==> src/rtl/disp_scheduler.sv <==
// Round-robin display scheduler for the seven-segment converter.
// Rotates over enabled sources with dwell, hold, manual advance and priority jump.
module disp_scheduler #(
    parameter int N_SRC      = 4,
    parameter int DWELL      = 50_000_000,
    parameter int PRIO_SRC   = N_SRC - 1,
    parameter int PRIO_DWELL = 2 * DWELL
) (
    input  logic                     clk,
    input  logic                     rst_n,
    input  logic [8*N_SRC-1:0]       src_value,
    input  logic [N_SRC-1:0]         src_en,
    input  logic                     hold,
    input  logic                     next,
    input  logic                     prio_req,
    output logic [7:0]               disp_value,
    output logic [$clog2(N_SRC)-1:0] disp_src,
    output logic                     disp_valid,
    output logic                     slot_start
);

    localparam int IW   = $clog2(N_SRC);
    localparam int MAXD = (DWELL > PRIO_DWELL) ? DWELL : PRIO_DWELL;
    localparam int CW   = $clog2(MAXD);

    localparam logic [CW-1:0] DW_LAST = CW'(DWELL - 1);
    localparam logic [CW-1:0] PR_LAST = CW'(PRIO_DWELL - 1);
    localparam logic [IW-1:0] P_IDX   = IW'(PRIO_SRC);
    localparam logic [IW-1:0] TOP_IDX = IW'(N_SRC - 1);

    typedef enum logic [1:0] {
        IDLE,
        SHOW,
        PRIO
    } state_t;

    state_t        state, nxt_state;
    logic [CW-1:0] cnt, cnt_nxt;
    logic [IW-1:0] ret_idx, ret_nxt;
    logic [IW-1:0] load_idx;
    logic          load, go_idle;
    logic [IW:0]   sel, low, back;

    // MSB flags a hit; offset N_SRC wraps back to idx itself
    function automatic logic [IW:0] find_after(
        input logic [IW-1:0]    idx,
        input logic [N_SRC-1:0] en
    );
        logic [IW:0] r;
        int          j;
        r = '0;
        for (int k = N_SRC; k >= 1; k--) begin
            j = (int'(idx) + k) % N_SRC;
            if (en[IW'(j)]) r = {1'b1, IW'(j)};
        end
        return r;
    endfunction

    always_ff @(posedge clk or negedge rst_n) begin
        if (!rst_n) state <= IDLE;
        else        state <= nxt_state;
    end

    always_comb begin
        nxt_state = state;
        cnt_nxt   = cnt;
        ret_nxt   = ret_idx;
        load      = 1'b0;
        load_idx  = disp_src;
        go_idle   = 1'b0;
        sel       = find_after(disp_src, src_en);
        low       = find_after(TOP_IDX, src_en);
        back      = find_after(ret_idx, src_en);
        unique case (state)
            IDLE: begin
                if (prio_req) begin
                    nxt_state = PRIO;
                    load      = 1'b1;
                    load_idx  = P_IDX;
                end else if (low[IW]) begin
                    nxt_state = SHOW;
                    load      = 1'b1;
                    load_idx  = low[IW-1:0];
                end
            end
            SHOW: begin
                if (prio_req) begin
                    nxt_state = PRIO;
                    load      = 1'b1;
                    load_idx  = P_IDX;
                    ret_nxt   = disp_src;
                end else if (next || !src_en[disp_src] ||
                             (cnt == DW_LAST && !hold)) begin
                    if (sel[IW]) begin
                        load     = 1'b1;
                        load_idx = sel[IW-1:0];
                    end else begin
                        nxt_state = IDLE;
                        go_idle   = 1'b1;
                    end
                end else if (!hold) begin
                    cnt_nxt = cnt + CW'(1);
                end
            end
            PRIO: begin
                if (prio_req) begin
                    load     = 1'b1;
                    load_idx = P_IDX;
                end else if (next || (cnt == PR_LAST && !hold)) begin
                    if (back[IW]) begin
                        nxt_state = SHOW;
                        load      = 1'b1;
                        load_idx  = back[IW-1:0];
                    end else begin
                        nxt_state = IDLE;
                        go_idle   = 1'b1;
                    end
                end else if (!hold) begin
                    cnt_nxt = cnt + CW'(1);
                end
            end
            default: nxt_state = IDLE;
        endcase
        if (load || go_idle) cnt_nxt = '0;
    end

    always_ff @(posedge clk or negedge rst_n) begin
        if (!rst_n) begin
            cnt        <= '0;
            ret_idx    <= '0;
            disp_value <= '0;
            disp_src   <= '0;
            disp_valid <= 1'b0;
            slot_start <= 1'b0;
        end else begin
            cnt        <= cnt_nxt;
            ret_idx    <= ret_nxt;
            slot_start <= load;
            disp_valid <= (nxt_state != IDLE);
            if (load) begin
                disp_value <= src_value[{load_idx, 3'b000} +: 8];
                disp_src   <= load_idx;
            end else if (go_idle) begin
                disp_value <= '0;
            end
        end
    end

endmodule

==> config.mk <==
export PLATFORM = sky130hd
export DESIGN_NAME = disp_scheduler
export DESIGN_NICKNAME = d
export VERILOG_FILES = /design/src/rtl/disp_scheduler.sv
export SDC_FILE = /design/constraint.sdc
export NUM_CORES = 1
export LEC_CHECK = 0
export CORE_MARGIN = 4
export CORE_UTILIZATION = 48
export DETAILED_ROUTE_END_ITERATION = 8
export PLACE_DENSITY = 0.87
export RECOVER_POWER = 100
export SLEW_MARGIN = 30
export SYNTH_ARGS = -nofsm -noshare
export SYNTH_HDL_FRONTEND = slang
export SYNTH_SLANG_ARGS = --single-unit
==> constraint.sdc <==
create_clock -name clk -period 2.93 [get_ports clk]
set_input_delay 0.293 -clock clk [delete_from_list [all_inputs] [get_ports clk]]
set_output_delay 0.293 -clock clk [all_outputs]
set_load 0.02 [all_outputs]
==> flow_metrics.py, run 1 <==
metrics = {
    "global_routing": {
        "grt_overflow_total": 0,
        "met1_usage_pct": 31.5,
        "grt_use_total_pct": 23.4,
        "grt_max_degree": 28,
        "antenna_found_initial": 0,
        "grtUsageMet3_pct": 4.28,
        "gr-usage-met2_pct": 38.0,
        "top_usage_layer": "met2",
        "grt_pass1_vias": 3019,
        "grt_pass1_wl_um": 14200,
    },
    "synthesis": {
        "yosys_warnings": 0,
        "syn_inst": 355,
        "postSynthAreaPerCell_sq_um": 8.37,
        "synth-simple-area-share_pct": 28.0,
        "synth_seq_cells": 43,
        "synth-main-ff-cell": "dfrtp_1",
        "async_flop_share_pct": 100,
        "netlist_area_sq_mm": 0.00297,
        "synth_top_family_by_area": "simple AND/OR/NAND/NOR gates",
        "synth_edf_count": 0,
        "muxShareOfSynthArea_pct": 1.81,
        "synth_xor_area_share_pct": 7.66,
        "synth_compound_area_share_pct": 19.9,
        "synthAdderAreaFrac_pct": 2.53,
        "synth_nets": 402,
        "seq_area_frac_synth_pct": 36.2,
        "yosys.cell_types.count": 56,
    },
    "clock_network": {
        "htree_num_levels": 2,
        "cts.sinks": 43,
        "cts_tree": "yes",
        "clkTransAtPathRegs_ns": 0.09,
        "clk_latency_ns": 0.30,
        "cts_root_buffer": "clkbuf_8",
        "numCtsBuffers": 5,
        "clk_path_buf_depth": 2,
    },
    "worst_setup_path": {
        "endpoint": "disp_value[4]$_DFFE_PN0P_",
        "r2r-start": "cnt[24]$_DFFE_PN0P_",
        "reg2reg_slack_ns": -0.08,
        "cp_max_fo": 7,
        "crit_path_start": "cnt[24]$_DFFE_PN0P_",
        "end_kind": "register",
        "start_kind": "register",
        "reg2reg_depth": 8,
        "r2r_end": "disp_value[4]$_DFFE_PN0P_",
        "worstPathRequired_ns": 3.10,
        "crit_type": "register to register",
        "crit_arrival_ns": 3.18,
    },
    "sta": {
        "worst_pin_slew_ns": 1.20,
        "fin_hold_ws_ns": 0.539,
        "fin_ws_ns": -0.0782,
        "slew_violations": 0,
        "fin_tns_setup_ns": -0.118,
        "max-slew-margin-rel_pct": 20.2,
        "rsz0062_at_grt": "yes",
        "hold_viol": 0,
        "fin_crit_ns": 3.01,
        "period_share_pct": 103,
        "setup_viol": 3,
        "skew_ns": 0.00979,
        "fmax_ghz": 0.332,
    },
    "placed_design": {
        "io_buffers": 52,
        "place_inst": 494,
        "hpwl_um": 5920,
        "gp_congestion": 0.958,
        "dp_slack_ns": -0.103,
    },
    "hold_path": {
        "worstHoldPathType": "register to register",
    },
    "die": {
        "die_y_um": 86.7,
        "boundaryPins": 53,
        "core-area_sq_mm": 0.00596,
        "rows": 28,
        "start_util_pct": 49.9,
        "die_w_um": 86.7,
        "die_area_sq_mm": 0.00751,
    },
    "final_layout": {
        "layout-drive-gt1-share_pct": 16.0,
        "instances_no_fill": 505,
        "diodes": 0,
        "area_delta_synth_final_pct": 34.6,
        "nNetsFinal": 477,
    },
    "pwr": {
        "max-vdd-ir-drop_mv": 0.570,
        "power_density_mw_per_mm2": 827,
        "power_mw": 3.31,
        "power.leakage_nw": 1.65,
    },
    "outcome": {
        "failed_checks": "negative setup slack",
        "status": "finished, violations left",
    },
    "routing": {
        "drt_iter0_drc": 253,
        "wl_per_cell_um": 17.0,
        "routed_via_density": 6.03,
        "dr.pass1.iters": 5,
        "finalWirelength_um": 8570,
        "antenna_left": 0,
        "vias": 3047,
        "drc": 0,
    },
    "flow_run": {
        "maxCapViolations": 0,
    },
}
## cell usage after synthesis (all sizes together), types with 4 or more instances
library cell   n  area, sq um
buf            4         31.3
ha             6         75.1
xor2          19          166
nor3           8         40.0
and4           5         43.8
nor2b         11         68.8
a211oi         8         60.1
xnor2          7         61.3
dfrtp         43         1080
nand2         50          188
and2           4         25.0
clkbuf        16         60.1
nor4bb         4         40.0
inv            7         26.3
nand3         10         50.1
nor2          42          158
and3           7         43.8
a2111oi        8         88.8
nand2b         6         37.5
o21ai         18          101
a21oi         24          120
nand4          9         56.3
## power by group
group	switching, mW	internal (mW)	total, mW	leakage, nW
clock	0.219	0.163	0.382	0.0440
sequential	0.105	0.717	0.822	0.568
combinational	1.19	0.911	2.10	1.03
## layer usage
| metal | wire length (um) | vias up |
|---|---|---|
| li1 | - | 1423 |
| met1 | 3660 | 1477 |
| met2 | 4190 | 123 |
| met3 | 500 | 24 |
| met4 | 217 | 0 |
| met5 | 0 | - |
## timing repair
item	4_1_cts	5_1_grt
pin swaps	1	4
gates resized for setup	9	18
hold buffers	1	0
cloned	0	1
setup buffers	1	1
setup endpoints to repair	9	16
endpoints found under the hold margin	20	0
## area by class of cell
cell class | count | area, sq um
fillers | 464 | 1960
repair buffers | 87 | 797
well taps | 75 | 93.8
flip-flops and latches | 43 | 1080
inverters | 7 | 26.3
multi-input cells | 286 | 1920
clock inverters | 2 | 13.8
clock buffers | 5 | 68.8
## state kept, by name, summed over array words and instances (netlist names)
register and flops:
cnt 27, disp_src 2, disp_valid 1, disp_value 8, ret_idx 2, slot_start 1
state 2
## critical path, cell delays in order (launching register included)
cell and delay [ns]:
dfrtp_1 0.38, or4b_1 0.52, or4_4 0.51, o21ai_4 0.19, a21boi_2 0.08, o311a_4 0.34
a22o_4 0.29, a2111oi_1 0.46, nor3_1 0.09
## cells in the final DEF (no fill, tap or decap), drive strengths merged, types with 3 or more instances in the layout
cell / netlist / final
nand2: 50 / 50
ha: 6 / 6
and3: 7 / 7
nor2b: 11 / 11
nor4bb: 4 / 4
nand2b: 6 / 6
clkdlybuf4s50: 0 / 39
buf: 4 / 33
nor3: 8 / 8
clkbuf: 16 / 6
a211oi: 8 / 8
and4: 5 / 5
a2111oi: 8 / 8
and2: 4 / 4
a22o: 3 / 4
xnor2: 7 / 7
o22ai: 3 / 3
o31ai: 3 / 3
nor2: 42 / 42
inv: 7 / 7
xor2: 19 / 19
dfrtp: 43 / 43
dlygate4sd3: 0 / 13
a21oi: 24 / 24
nand4: 9 / 9
nand3: 10 / 10
o21ai: 18 / 18
## stage by stage
stage / util (%) / instance area, sq um
after detailed placement: 63.4 / 3780
after floorplan: - / 2970
final: 67.1 / 4000
after CTS: 65.5 / 3900
after global routing: 67.1 / 4000
after global placement: 63.0 / 3750
## logic make-up (layout without fill, tap and decap cells)
kind of cell / after synthesis / after routing
flip-flops: 43 / 43
AND/OR/NAND/NOR: 166 / 166
adder cells (fa/ha/maj): 6 / 6
XOR/XNOR: 26 / 26
buffers and inverters: 27 / 101
multiplexers: 4 / 4
AO/OA/AOI/OAI: 83 / 84
## worst min path at each step
stage                                start                   endpoint  slack [ns]  cells past startpoint
floorplan                            rst_n         cnt[0]$_DFFE_PN0P_      -0.003                      0
global placement                     rst_n         cnt[2]$_DFFE_PN0P_        0.50                      1
detailed placement                   rst_n         cnt[4]$_DFFE_PN0P_        0.31                      1
CTS                                  rst_n  disp_value[1]$_DFFE_PN0P_        0.52                      2
global route            cnt[5]$_DFFE_PN0P_         cnt[5]$_DFFE_PN0P_        0.59                      2
finish              ret_idx[0]$_DFFE_PN0P_     ret_idx[0]$_DFFE_PN0P_        0.54                      2
(Power assumes the default switching activity.)
==> inputs of run 2 (changes only) <==
Settings changed: SKIP_LAST_GASP set to 1.
==> flow_metrics.py, run 2 (synthesis results as in run 1) <==
metrics = {
    "die": {
        "die_y_um": 86.7,
        "boundaryPins": 53,
        "die_w_um": 86.7,
        "start_util_pct": 49.9,
        "rows": 28,
        "die_area_sq_mm": 0.00751,
        "core-area_sq_mm": 0.00596,
    },
    "sta": {
        "skew_ns": 0.00979,
        "fin_ws_ns": -0.0781,
        "worst_pin_slew_ns": 1.20,
        "fmax_ghz": 0.332,
        "hold_viol": 0,
        "fin_hold_ws_ns": 0.539,
        "max-slew-margin-rel_pct": 20.2,
        "fin_crit_ns": 3.01,
        "fin_tns_setup_ns": -0.118,
        "period_share_pct": 103,
        "rsz0062_at_grt": "yes",
        "slew_violations": 0,
        "setup_viol": 3,
    },
    "global_routing": {
        "grt_overflow_total": 0,
        "antenna_found_initial": 0,
        "grt_pass1_wl_um": 14200,
        "grt_pass1_vias": 3019,
        "grt_max_degree": 28,
        "grt_use_total_pct": 23.4,
    },
    "routing": {
        "drt_iter0_drc": 253,
        "dr.pass1.iters": 5,
        "drc": 0,
        "routed_via_density": 6.04,
        "finalWirelength_um": 8560,
        "vias": 3051,
        "wl_per_cell_um": 17.0,
        "antenna_left": 0,
    },
    "clock_network": {
        "cts_tree": "yes",
        "clkTransAtPathRegs_ns": 0.09,
        "cts.sinks": 43,
        "numCtsBuffers": 5,
        "clk_latency_ns": 0.30,
        "clk_path_buf_depth": 2,
        "htree_num_levels": 2,
        "cts_root_buffer": "clkbuf_8",
    },
    "worst_setup_path": {
        "start_kind": "register",
        "crit_arrival_ns": 3.18,
        "worstPathRequired_ns": 3.10,
        "end_kind": "register",
        "crit_type": "register to register",
        "cp_max_fo": 7,
        "reg2reg_depth": 8,
    },
    "placed_design": {
        "hpwl_um": 5920,
        "dp_slack_ns": -0.103,
        "io_buffers": 52,
        "gp_congestion": 0.958,
    },
    "pwr": {
        "power_density_mw_per_mm2": 827,
        "power_mw": 3.31,
        "max-vdd-ir-drop_mv": 0.570,
        "power.leakage_nw": 1.65,
    },
    "outcome": {
        "status": "finished, violations left",
        "failed_checks": "negative setup slack",
    },
    "final_layout": {
        "diodes": 0,
        "layout-drive-gt1-share_pct": 16.0,
        "area_delta_synth_final_pct": 34.6,
        "final_cell_mix": "nand2_1, dfrtp_1, nor2_1",
        "reg_top3": "cnt: 27 flops, disp_value: 8 flops",
        "top_register": "cnt",
        "nNetsFinal": 477,
        "utilization_pct": 67.1,
        "mostFrequentLayoutCell": "nand2_1",
        "largest_reg_flops": 27,
    },
    "hold_path": {
        "whs_path_depth": 2,
        "worstHoldPathType": "register to register",
    },
    "flow_run": {
        "maxCapViolations": 0,
    },
}
-- run 2: cell counts in the layout (fill, tap and decap cells not counted) --
No cell type changed its count.
-- run 2: cell type report --
class / count / area [sq um]
clock buffer: 5 / 68.8
fill: 464 / 1960
tap: 75 / 93.8
timing repair buffer: 87 / 797
sequential: 43 / 1080
clock inverter: 2 / 13.8
inverter: 7 / 26.3
multi-input combinational: 286 / 1920
-- run 2: what timing repair did --
item	in CTS	in global routing
buffers inserted	1	1
endpoints found under the hold margin	20	0
gates resized for setup	9	18
pin swaps	1	4
hold buffers	1	0
cloned	0	1
endpoints found under the setup margin	9	16
-- run 2: worst paths after layout --
path                                         from                   endpoint  slack (ns)
max                           cnt[24]$_DFFE_PN0P_  disp_value[4]$_DFFE_PN0P_       -0.08
max in group asynchronous                   rst_n         cnt[7]$_DFFE_PN0P_        0.54
min reg2reg                ret_idx[0]$_DFFE_PN0P_     ret_idx[0]$_DFFE_PN0P_        0.54
min in group asynchronous                   rst_n  disp_value[1]$_DFFE_PN0P_        0.75
min                        ret_idx[0]$_DFFE_PN0P_     ret_idx[0]$_DFFE_PN0P_        0.54
max reg2reg                   cnt[24]$_DFFE_PN0P_  disp_value[4]$_DFFE_PN0P_       -0.08
-- run 2: layer usage --
layer  global-route usage (%)  share of wire [%]  up-vias  routed length, um
li1                         -                  -     1423                  -
met1                     31.5                 43     1479               3670
met2                     38.0                 49      125               4190
met3                     4.28                5.7       24                491
met4                     8.07                2.5        0                216
met5                        0                  0        -                  0
-- run 2: report_power, final --
part	total (mW)	internal (mW)	switching (mW)	leakage [nW]
Clock	0.382	0.163	0.219	0.0440
Combinational	2.10	0.911	1.19	1.03
Sequential	0.822	0.717	0.105	0.568
-- run 2: per-stage QoR --
stage	instances	area (sq um)
5_1_grt	505	4000
6_report	505	4000
2_1_floorplan	355	2970
3_3_place_gp	493	3750
4_1_cts	503	3900
3_5_place_dp	494	3780
-- run 2: critical path: stages, from the launching register on --
cell,delay [ns]
dfrtp_1,0.38
or4b_1,0.52
or4_4,0.51
o21ai_4,0.19
a21boi_2,0.08
o311a_4,0.34
a22o_4,0.29
a2111oi_1,0.46
nor3_1,0.09
==> inputs of run 3 (changes only) <==
Settings changed: CORE_MARGIN 4 to not set.
==> flow_metrics.py, run 3 (synthesis results as in run 1) <==
metrics = {
    "outcome": {
        "status": "finished, violations left",
        "failed_checks": "max-capacitance violations, max-slew violations, negative setup slack",
    },
    "pwr": {
        "intPower_mw": 1.92,
        "power.leakage_nw": 1.66,
        "power_mw": 3.46,
        "pwr-share-clk_pct": 14.8,
        "pwr-share-seq_pct": 23.6,
        "p_sw_mw": 1.54,
        "p_comb_share_pct": 61.6,
        "max-vdd-ir-drop_mv": 0.545,
        "p_sw_share_pct": 44.5,
        "power_density_mw_per_mm2": 858,
    },
    "sta": {
        "setup_viol": 8,
        "fin_ws_ns": -0.128,
        "fin_tns_setup_ns": -0.492,
        "hold_viol": 0,
        "fin_crit_ns": 3.06,
        "period_share_pct": 104,
        "fmax_ghz": 0.327,
        "rsz0062_at_grt": "yes",
        "slew_violations": 44,
        "skew_ns": 0.00506,
        "worst_pin_slew_ns": 2.44,
        "max-slew-margin-rel_pct": -62.8,
    },
    "die": {
        "die_y_um": 80.7,
        "boundaryPins": 53,
        "die_area_sq_mm": 0.00651,
        "rows": 28,
        "die_w_um": 80.7,
        "core-area_sq_mm": 0.00596,
        "start_util_pct": 49.9,
    },
    "clock_network": {
        "holdBufCountCts": 0,
        "numCtsBuffers": 5,
        "cts_root_buffer": "clkbuf_8",
        "htree_num_levels": 2,
        "cts_tree": "yes",
        "cts.sinks": 43,
        "clk_path_buf_depth": 2,
        "clkTransAtPathRegs_ns": 0.09,
        "clk_latency_ns": 0.31,
    },
    "routing": {
        "dr.pass1.iters": 6,
        "vias": 3149,
        "routed_via_density": 6.21,
        "drc": 0,
        "finalWirelength_um": 8800,
        "drt_iter0_drc": 289,
        "wl_per_cell_um": 17.4,
        "antenna_left": 0,
    },
    "worst_setup_path": {
        "reg2reg_depth": 8,
        "crit_path_start": "cnt[24]$_DFFE_PN0P_",
        "r2r-start": "cnt[24]$_DFFE_PN0P_",
        "reg2reg_slack_ns": -0.13,
        "cp_max_fo": 8,
        "r2r_end": "disp_value[1]$_DFFE_PN0P_",
        "crit_type": "register to register",
        "worstPathRequired_ns": 3.12,
        "start_kind": "register",
        "crit_arrival_ns": 3.25,
        "end_kind": "register",
        "endpoint": "disp_value[1]$_DFFE_PN0P_",
    },
    "hold_path": {
        "whs_path_depth": 2,
        "worstHoldPathType": "register to register",
    },
    "final_layout": {
        "top_register": "cnt",
        "instances_no_fill": 507,
        "n_fill_cell": 465,
        "nNetsFinal": 478,
        "diodes": 0,
        "reg_top3": "cnt: 27 flops, disp_value: 8 flops",
        "largest_reg_flops": 27,
        "layout-drive-gt1-share_pct": 16.4,
        "area_delta_synth_final_pct": 35.5,
        "mostFrequentLayoutCell": "nand2_1",
        "final_cell_mix": "nand2_1, dfrtp_1, nor2_1",
    },
    "placed_design": {
        "hpwl_um": 5790,
        "place_inst": 492,
        "io_buffers": 52,
        "gp_congestion": 0.905,
    },
    "global_routing": {
        "top_usage_layer": "met2",
        "grt_pass1_vias": 2891,
        "gr-usage-met2_pct": 44.6,
        "grt_use_total_pct": 26.6,
        "grt_pass1_wl_um": 13400,
        "grt_max_degree": 44,
        "grtUsageMet3_pct": 4.77,
        "met1_usage_pct": 33.3,
        "grt_overflow_total": 0,
        "antenna_found_initial": 0,
    },
    "flow_run": {
        "maxCapViolations": 1,
    },
}
==> run 3: cell types whose count changed in the layout (fill, tap and decap cells not counted), moves of 2 or more <==
cell / change
and2_0: +2
buf_6: +2
nor4bb_1: +2
a221oi_1: -2
nor4bb_2: -2
a221oi_2: +2
and2_1: -2
==> run 3: worst max-delay path: stages, from the launching register on <==
cell       delay, ns
dfrtp_1         0.38
or4b_1          0.52
or4_4           0.52
o21ai_4         0.24
a21boi_2        0.10
o311a_4         0.34
a22o_4          0.30
a2111oi_1       0.43
nor3_1          0.09
==> run 3: stage by stage <==
stage | setup WS [ns] | hold slack (ns) | area [sq um] | util [%]
floorplan | 0.00684 | -0.00259 | 2970 | -
global placement | 0.0387 | 0.492 | 3740 | 62.8
detailed placement | -0.0556 | 0.518 | 3740 | 62.8
CTS | -0.0245 | 0.183 | 3880 | 65.2
global route | -0.143 | 0.577 | 4030 | 67.6
finish | -0.128 | 0.554 | 4030 | 67.6
==> run 3: area by class of cell <==
type                    count  area [sq um]  share of cell area [%]
repair buffers             88           805                    20.0
clock inverters             2          38.8                   0.963
flip-flops and latches     43          1080                    26.7
clock buffers               6          82.6                    2.05
multi-input cells         286          1910                    47.3
inverters                   7          26.3                   0.652
well taps                  75          93.8                    2.33
==> run 3: power groups by stage <==
| stage | logic, mW | clock network (mW) | registers [mW] |
|---|---|---|---|
| after floorplan | 1.10 | 0 | 0.909 |
| after global placement | 1.80 | 0 | 0.821 |
| after detailed placement | 1.84 | 0 | 0.827 |
| after CTS | 1.90 | 0.512 | 0.817 |
| after global routing | 2.28 | 0.536 | 0.831 |
| final | 2.13 | 0.510 | 0.816 |
==> run 3: how the worst min path moves through the flow <==
stage	startpoint	end	slack (ns)
5_1_grt	cnt[5]$_DFFE_PN0P_	cnt[5]$_DFFE_PN0P_	0.58
3_5_place_dp	rst_n	cnt[10]$_DFFE_PN0P_	0.52
3_3_place_gp	rst_n	cnt[2]$_DFFE_PN0P_	0.49
4_1_cts	rst_n	cnt[10]$_DFFE_PN0P_	0.18
6_report	ret_idx[0]$_DFFE_PN0P_	ret_idx[0]$_DFFE_PN0P_	0.55
2_1_floorplan	rst_n	cnt[0]$_DFFE_PN0P_	-0.003
==> run 3: timing repair <==
action,in CTS,in global routing
cloned,0,1
buffers inserted,1,5
setup endpoints to repair,8,19
pin swaps,1,5
resized for setup,8,17
==> run 3: per-layer routing <==
layer / routed length, um / vias to the layer above
met2: 4250 / 187
li1: - / 1432
met1: 3630 / 1489
met4: 266 / 0
met3: 657 / 41
met5: 0 / -
==> variant 1 (flow settings as in run 3) <==
Re-encode `state_t` (3 states) as one-hot, 3 bits wide.
--- a/src/rtl/disp_scheduler.sv
+++ b/src/rtl/disp_scheduler.sv
@@ -29,8 +29,8 @@
     localparam logic [IW-1:0] TOP_IDX = IW'(N_SRC - 1);
 
-    typedef enum logic [1:0] {
-        IDLE,
-        SHOW,
-        PRIO
+    typedef enum logic [2:0] {
+        IDLE = 3'b001,
+        SHOW = 3'b010,
+        PRIO = 3'b100
     } state_t;
 
Behaviour: no difference found for any inputs over 4 cycles, from zero or initial values and one cycle with rst_n low; so few cycles prove little.
==> variant 1 against run 3 <==
The flow finishes with violations (max-capacitance violations, max-slew violations); core utilization rose by 0.46 points; design area fell by 11%; area after synthesis fell by 10%; cell count fell by 16%; worst setup slack improved by 0.19 ns; non-clock buffer count fell by 12; total power fell by 18%; clock power fell by 24%; count of clock-buffer cells in the layout fell by 1; routed wire length fell by 19%; worst hold slack got worse by 0.055 ns; sequential cell count rose by 1; maximum frequency rose by 6.6%; largest cell class unchanged; largest power group unchanged.
==> variant 1: results <==
[routing]
met3_wire_length_microns = 362
drt-initial-drc-count = 239
viasPerCell = 5.94
drt_pre_antenna_iters = 7

[final_layout]
nonClockBufferCount = 76
nMultiInputCombCells = 219
seq-cell-share = 0.309

[sta]
final.setup_skew_ns = 0.0104
maxSlewViolCount = 45

[global_route]
grt_pass1_wl_microns = 11800
global_route.usage.met3 = 0.0467
first_global_vias = 2529

[placed_design]
place.detailed.hpwl_microns = 5090
dp_slack_ns = -0.328

[synthesis]
synth.avg_cell_area_sq_um = 9.52
synth.lib_cells_used.distinct = 53
synth-xor-area-share = 0.0854
synth_seq_area_share = 0.413

[power_and_ir_drop]
pwr_density_cell_mw_per_mm2 = 793

[critical_path]
worstPathMaxFanout = 17
critical_path.slowest_cell = "sky130_fd_sc_hd__or4_1"

[job]
timing.max_cap.violations = 1

[min_path]
whs_endpoint = "disp_value[3]"

[run_status]
violations = "max-capacitance violations, max-slew violations"
outcome = "finished, violations left"
## variant 1: cell types whose count changed in the layout (fill, tap and decap cells not counted), moves of 7 or more
| cell | run 3 | this run |
|---|---|---|
| sky130_fd_sc_hd__nor2_1 | 41 | 34 |
| sky130_fd_sc_hd__nand2_1 | 50 | 24 |
| sky130_fd_sc_hd__a21oi_1 | 24 | 11 |
| sky130_fd_sc_hd__mux2i_1 | 2 | 18 |
| sky130_fd_sc_hd__o221ai_1 | 0 | 8 |
| sky130_fd_sc_hd__buf_4 | 33 | 22 |
| sky130_fd_sc_hd__o21ai_0 | 16 | 8 |
## variant 1: power by group
group	internal (mW)	switching [mW]	total [mW]	leakage (nW)
registers	0.739	0.119	0.859	0.583
logic	0.702	0.876	1.58	0.890
clock network	0.169	0.221	0.389	0.0404
total	1.61	1.22	2.83	1.51
## variant 1: repair_timing
item                                    in CTS  in global routing
buffers inserted                             0                  1
gates cloned                                 0                  0
pin swaps                                    2                  0
endpoints found under the setup margin       8                 13
resized for setup                            5                  5
==> variant 2 (config.mk and constraints of run 3) <==
Without the edit above. `DWELL`: 50_000_000 -> 25_000_000.
--- a/src/rtl/disp_scheduler.sv
+++ b/src/rtl/disp_scheduler.sv
@@ -3,5 +3,5 @@
 module disp_scheduler #(
     parameter int N_SRC      = 4,
-    parameter int DWELL      = 50_000_000,
+    parameter int DWELL      = 25_000_000,
     parameter int PRIO_SRC   = N_SRC - 1,
     parameter int PRIO_DWELL = 2 * DWELL
Function: same outputs for any inputs over 4 cycles, from zero or initial values and one cycle with rst_n low; that may be too few to reach the edited logic, so the function may still have changed.
==> variant 2 against run 3 <==
Routed wire length is 13% lower; non-clock buffer count is 18 lower; clock skew is 0.0062 ns higher; combinational power is 25% lower; sequential cell count is 1 lower; area after synthesis is 1.5% higher; design area is 7.0% lower; cell count is 6.9% lower; clock power is 8.0% lower; total power is 18% lower; critical path type unchanged; sequential power is 4.5% lower; worst setup slack better by 0.35 ns.
==> variant 2: results <==
[routing]
viasPerCell = 6.18
drt_pre_antenna_iters = 5
drt-initial-drc-count = 188
detailroute.via_count = 2918
drt-total-wl_microns = 7670

[critical_path]
reg2reg_from = "cnt[0]"
r2r-end = "cnt[23]"
worstPathMaxFanout = 15
reg2reg_setup_slack_ns = 0.22
worstPathArrival_ns = 2.95

[synthesis]
synth.top_cells.by_area = "sky130_fd_sc_hd__dfrtp_1, sky130_fd_sc_hd__mux2i_1, sky130_fd_sc_hd__nand2_1"
synth.avg_cell_area_sq_um = 8.85
synth.lib_cells_used.distinct = 62
synth_seq_area_share = 0.348
synth.top_cells.by_count = "sky130_fd_sc_hd__dfrtp_1, sky130_fd_sc_hd__nand2_1, sky130_fd_sc_hd__nor2_1"

[placed_design]
place.detailed.hpwl_microns = 5630
dp_slack_ns = 0.145
gp_congestion = 0.893

[power_and_ir_drop]
leakage_nw = 1.50
power.internal_mw = 1.66

[global_route]
grt_max_degree = 43
global_route.usage.met3 = 0.0494
global_route.usage.total = 0.243
first_global_vias = 2571
grt_pass1_wl_microns = 12200

[final_layout]
final_net_count = 444

[cts]
cts_setup_buffers = 0

[run_status]
outcome = "finished, final reports clean"

[sta]
fmaxAchievable_mhz = 369
hold_slack_ns = 0.486
==> variant 2: changes by cell type in the layout (fill, tap and decap cells not counted), sizes merged, moves of 7 or more <==
cell    before  now
nor2b       11    4
buf         36   13
a211oi       8    1
nor2        42   30
mux2i        2   19
o221ai       0   10
xor2        19   12
a21oi       24   14
nand2       50   35
==> variant 2: metal layers <==
layer / vias to the layer above / wire [microns]
met5: - / 0
met4: 0 / 171
met3: 26 / 369
met2: 107 / 3780
met1: 1409 / 3350
li1: 1376 / -
==> variant 2: how the worst min path moves through the flow <==
stage | start | cells after the start | endpoint
floorplan | rst_n | 0 | cnt[0]
global placement | disp_value[5] | 2 | disp_value[5]
detailed placement | disp_value[5] | 2 | disp_value[5]
CTS | rst_n | 1 | cnt[12]
global route | disp_value[5] | 2 | disp_value[5]
finish | disp_value[5] | 2 | disp_value[5]
==> variant 2: what timing repair did <==
item | CTS | global route
endpoints found under the hold margin | 0 | 8
resized for setup | 0 | 1
endpoints found under the setup margin | 0 | 1
hold buffers | 0 | 1
==> variant 2: cells by family (layout without fill, tap and decap cells) <==
| logic type | after synthesis | after routing | synth area share |
|---|---|---|---|
| XOR/XNOR | 14 | 14 | 0.0406 |
| AO/OA/AOI/OAI | 69 | 69 | 0.159 |
| buffers and inverters | 34 | 90 | 0.0610 |
| adder cells (fa/ha/maj) | 6 | 6 | 0.0249 |
| multiplexers | 23 | 23 | 0.0817 |
| flip-flops | 42 | 42 | 0.348 |
| AND/OR/NAND/NOR | 153 | 153 | 0.284 |
==> variant 2: worst max-delay path: stages, from the launching register on <==
cell and delay [ns]:
sky130_fd_sc_hd__dfrtp_1 0.42, sky130_fd_sc_hd__ha_1 0.30, sky130_fd_sc_hd__and4_1 0.25, sky130_fd_sc_hd__and4b_1 0.20, sky130_fd_sc_hd__a31o_1 0.24, sky130_fd_sc_hd__a2bb2oi_2 0.25, sky130_fd_sc_hd__nand2_1 0.14, sky130_fd_sc_hd__buf_2 0.24
sky130_fd_sc_hd__or4_1 0.50, sky130_fd_sc_hd__nand2_1 0.08
==> variant 2: power groups by stage <==
stage | Sequential (mW) | Clock [mW] | Combinational [mW]
2_1_floorplan | 0.884 | 0 | 1.07
3_3_place_gp | 0.785 | 0 | 1.59
3_5_place_dp | 0.791 | 0 | 1.63
4_1_cts | 0.781 | 0.476 | 1.65
5_1_grt | 0.798 | 0.508 | 1.72
6_report | 0.779 | 0.469 | 1.60
==> variant 2: area by class of cell <==
type / count / area [sq um] / share of cell area
clock buffer: 6 / 82.6 / 0.0220
timing repair buffer: 70 / 652 / 0.174
sequential: 42 / 1050 / 0.281
tap: 75 / 93.8 / 0.0251
clock inverter: 1 / 30.0 / 0.00802
multi-input combinational: 265 / 1790 / 0.477
inverter: 13 / 48.8 / 0.0130
